--- config.mk ---
export PLATFORM = sky130hd
export DESIGN_NAME = seq_det_1011
export DESIGN_NICKNAME = d
export VERILOG_FILES = /design/src/rtl/seq_det_pkg.sv /design/src/rtl/sat_counter.sv /design/src/rtl/seq_det_1011.sv
export SDC_FILE = /design/constraint.sdc
export NUM_CORES = 1
export LEC_CHECK = 0
export CELL_PAD_IN_SITES_DETAIL_PLACEMENT = 1
export CELL_PAD_IN_SITES_GLOBAL_PLACEMENT = 1
export CORE_UTILIZATION = 34
export CTS_CLUSTER_DIAMETER = 100
export CTS_CLUSTER_SIZE = 12
export DETAILED_ROUTE_END_ITERATION = 16
export PLACE_DENSITY_LB_ADDON = 0.1
export SYNTH_ARGS = -nofsm -noshare
export SYNTH_HDL_FRONTEND = slang
export SYNTH_SLANG_ARGS = --single-unit
--- constraint.sdc ---
create_clock -name clk -period 2.6 [get_ports clk]
set_input_delay 0.26 -clock clk [delete_from_list [all_inputs] [get_ports clk]]
set_output_delay 0.26 -clock clk [all_outputs]
set_load 0.005 [all_outputs]
--- src/rtl/seq_det_pkg.sv ---
// Shared encodings for the 1011 serial detector: FSM states and default counter width.
package seq_det_pkg;

  localparam int CNT_W_DEFAULT = 8;

  typedef enum logic [1:0] {
    S0 = 2'b00,  // idle
    S1 = 2'b01,  // seen "1"
    S2 = 2'b10,  // seen "10"
    S3 = 2'b11   // seen "101"
  } state_e;

endpackage

--- src/rtl/sat_counter.sv ---
// Saturating up-counter: counts inc pulses up to all-ones and holds there; clr wins over inc.
module sat_counter #(
  parameter int W = 8
) (
  input  logic         clk,
  input  logic         rst,
  input  logic         inc,
  input  logic         clr,
  output logic [W-1:0] cnt
);
  logic [W-1:0] cnt_q, cnt_d;

  always_comb begin
    cnt_d = cnt_q;
    if (clr) begin
      cnt_d = '0;
    end else if (inc && (cnt_q != {W{1'b1}})) begin
      cnt_d = cnt_q + W'(1);
    end
  end

  always_ff @(posedge clk) begin
    if (rst) begin
      cnt_q <= '0;
    end else begin
      cnt_q <= cnt_d;
    end
  end

  assign cnt = cnt_q;
endmodule

--- src/rtl/seq_det_1011.sv ---
// Serial 1011 detector with registered one-cycle det pulse and saturating match counter.
// SEQ_DET_OVERLAP_EN: when defined, the trailing 1 of a match may start the next one.
module seq_det_1011
  import seq_det_pkg::*;
#(
  parameter int CNT_W = CNT_W_DEFAULT
) (
  input  logic             clk,
  input  logic             rst,
  input  logic             d,
  input  logic             en,
  input  logic             cnt_clr,
  output logic             det,
  output logic [CNT_W-1:0] match_cnt,
  output logic [1:0]       state_o
);
  state_e state_q, state_d;
  logic   det_q, det_d;
  logic   hit;

  always_ff @(posedge clk) begin
    if (rst) begin
      state_q <= S0;
      det_q   <= 1'b0;
    end else begin
      state_q <= state_d;
      det_q   <= det_d;
    end
  end

  always_comb begin
    state_d = state_q;
    hit     = 1'b0;
    if (en) begin
      unique case (state_q)
        S0: state_d = d ? S1 : S0;
        S1: state_d = d ? S1 : S2;
        S2: state_d = d ? S3 : S0;
        S3: begin
          if (d) begin
            hit = 1'b1;
`ifdef SEQ_DET_OVERLAP_EN
            state_d = S1;
`else
            state_d = S0;
`endif
          end else begin
            state_d = S2;
          end
        end
        default: state_d = S0;
      endcase
    end
  end

  always_comb begin
    det_d   = hit;
    det     = det_q;
    state_o = state_q;
  end

  // Counter clear is independent of the FSM: a detect on a clearing edge still pulses det.
  sat_counter #(
    .W (CNT_W)
  ) u_cnt (
    .clk (clk),
    .rst (rst),
    .inc (hit),
    .clr (cnt_clr),
    .cnt (match_cnt)
  );
endmodule

==> run summary <==
Critical Path Max Stage Delay = 0.55 ns
depth of the CTS H-tree = 1
Cell Area, Synth = 535.5 um^2
critical path buffer and inverter count = 1
DRC = 0
std cell rows = 13
Syn Nets = 66
outcome = complete, no violations
depth of the most critical reg-to-reg path = 5
DIE AREA = 1738 um^2
WS Path Type = register to primary output
Final Instance Area = 730.7 um^2
FF-to-FF Start = u_cnt.cnt[0]
FF+latch count, synth = 11
most common cell after layout, fill and taps aside = clkdlybuf4s50_1
crit path DAT = 1.30 ns
First-pass DRT Iterations = 4
register-to-register path setup slack = 1.12 ns
Setup TNS = 0 ns
Initial Utilization = 38.73%
root buffer cell = clkbuf_4
slowest CP cell = clkdlybuf4s50_1
Rel. slew slack = 76.77%
min cycle time layout = 1.556 ns
Power Total = 0.3076 mW
post-synthesis sequential area ratio = 41.12%
clk_lat worst skew = 0.27 ns
largest net degree at the start of global routing = 8
Max rail drop VDD = 0.0002976 V
Worst setup endpoint = state_o[0]
post-route ant nets = 0
CTS tree = built
Avg Inst Size Synth = 8.925 um^2
Yosys warnings = 0
Reg area = 220.2 um^2
fmax = 0.6427 GHz
final-report hold violation count = 0
unrepaired setup endpoints after global routing = no
layout net count = 86
P&R area growth vs syn = 36.45%
Reg clk slew, reported paths = 0.07 ns
# Post-CTS Setup Buffers = 0
DP Wirelength = 983 um
hold slack = 0.5137 ns
Initial DRC Count = 5
skew final = 0.001430 ns
Hold Startpoint = u_cnt.cnt[1]
ys async rst share = 0%
launch point of the critical path = state_o[0]
core area = 1383 um^2
worst min-delay path class = register to register
Non-Filler Instances = 94
reg2reg end = u_cnt.cnt[0]
Avg WL per Cell = 14.03 um
setup violators final = 0
DIE HEIGHT = 41.69 um
commonest cells after routing, fill and taps aside = clkdlybuf4s50_1 (15), dfxtp_1 (11), nand2_1 (6), nor2_1 (6), nand3_1 (5)
crit-path leading delay family = buffers and inverters
PwrDens = 420.9 nW/um^2
DP Worst Slack = 0.8896 ns
fillcell total = 161
first-pass GRT wire length = 2.104 mm
Overflow after GRT = 0
ratio of final minimum period to clock period = 59.85%
ANT cells = 0
PostCTS Resize Cnt = 0
Inserted Clock Buffers = 3
clock buffer depth = 2
Critical Path Start Type = register
Routed WL = 1.319 mm
CP Capture Type = primary output
actual slew at the worst max-slew pin = 0.3464 ns
port bufs = 15
Final Core Density = 52.85%
Die X = 41.69 um
number of flops mapped to enable cells by yosys = 0
predominant post-synthesis flop cell = dfxtp_1
Cells after Synth = 60
Hold-fix buffers, CTS = 0
Max Slew Vio Count = 0
CTS Sinks = 11
Setup WS post-layout = 1.044 ns
Multi-input gate area = 307.8 um^2
Placed Cells = 90
critical path depth = 1
Max-cap violations = 0
Global Route Usage Sum = 16.85%
Via density = 5.479
DR vias = 515
fraction of layout cells with a size suffix above 1 = 10.13%
Yosys cell types = 23
initial antenna violation count = 0
critical path cell sequence = clkdlybuf4s50_1
CP Max Fanout = 7
vias in the first global route = 482
Area after DPL = 704.4 um^2
I/O pins = 16
Req. time, crit path = 2.34 ns
LEAKAGE = 0.2603 nW
GP Congestion = 0.7452
==> flip-flops by register name, summed over array words and instances, names as in the netlist <==
register	count
u_cnt.cnt	8
state_o	2
det	1
==> synth_stat cells (2+ instances only) <==
cell	n	area share [%]
a21oi_1	4	3.7
nor2_1	6	4.2
dfxtp_1	11	41
nand2_1	6	4.2
and4_1	3	4.9
inv_1	2	1.4
nor3_1	3	2.8
o21ai_0	4	3.7
nand3_1	5	4.7
a31oi_1	3	3.5
==> worst min-delay path by stage <==
stage,endpoint,cells past startpoint
detailed placement,u_cnt.cnt[1],2
global placement,u_cnt.cnt[1],2
finish,u_cnt.cnt[1],2
global route,u_cnt.cnt[1],2
floorplan,state_o[0],1
CTS,u_cnt.cnt[1],2
==> power by group <==
group / internal (mW) / leakage (nW) / switching (mW) / total [mW]
Combinational: 0.00995 / 0.157 / 0.00933 / 0.0193
Sequential: 0.170 / 0.0888 / 0.00235 / 0.172
Clock: 0.0596 / 0.0150 / 0.0567 / 0.116
==> cells by family (layout without fill, tap and decap cells) <==
logic type,count (synthesis),count (layout),synth area share [%]
DFF,11,11,41.12
AOI/OAI and AO/OA,14,14,17.06
adders and majority gates,1,1,2.336
buffers and inverters,2,21,1.402
xor gates and xnor gates,1,1,1.636
muxes,1,1,1.869
and+or+nand+nor,30,30,34.58
==> worst register-to-register path, cell delays in order (launching register included) <==
cell     delay (ns)
dfxtp_1        0.40
ha_1           0.26
nand2_1        0.12
o31ai_2        0.37
xor2_1         0.18
nor2_1         0.05
==> final cells by class <==
class,count,area share (%)
Timing Repair Buffer,15,20.55
Sequential cell,11,30.14
Tap cell,15,2.568
Multi-Input combinational cell,47,42.12
Inverter,2,1.027
Clock buffer,4,3.596
==> metal layers <==
metal / wire length, um / global-route usage (%) / vias up
li1: - / - / 259
met1: 672 / 19.47 / 237
met2: 541 / 25.00 / 13
met3: 64 / 8.261 / 6
met4: 40 / 9.677 / 0
met5: 0 / 0 / -
Note: power is estimated with default switching activity, not from simulation.
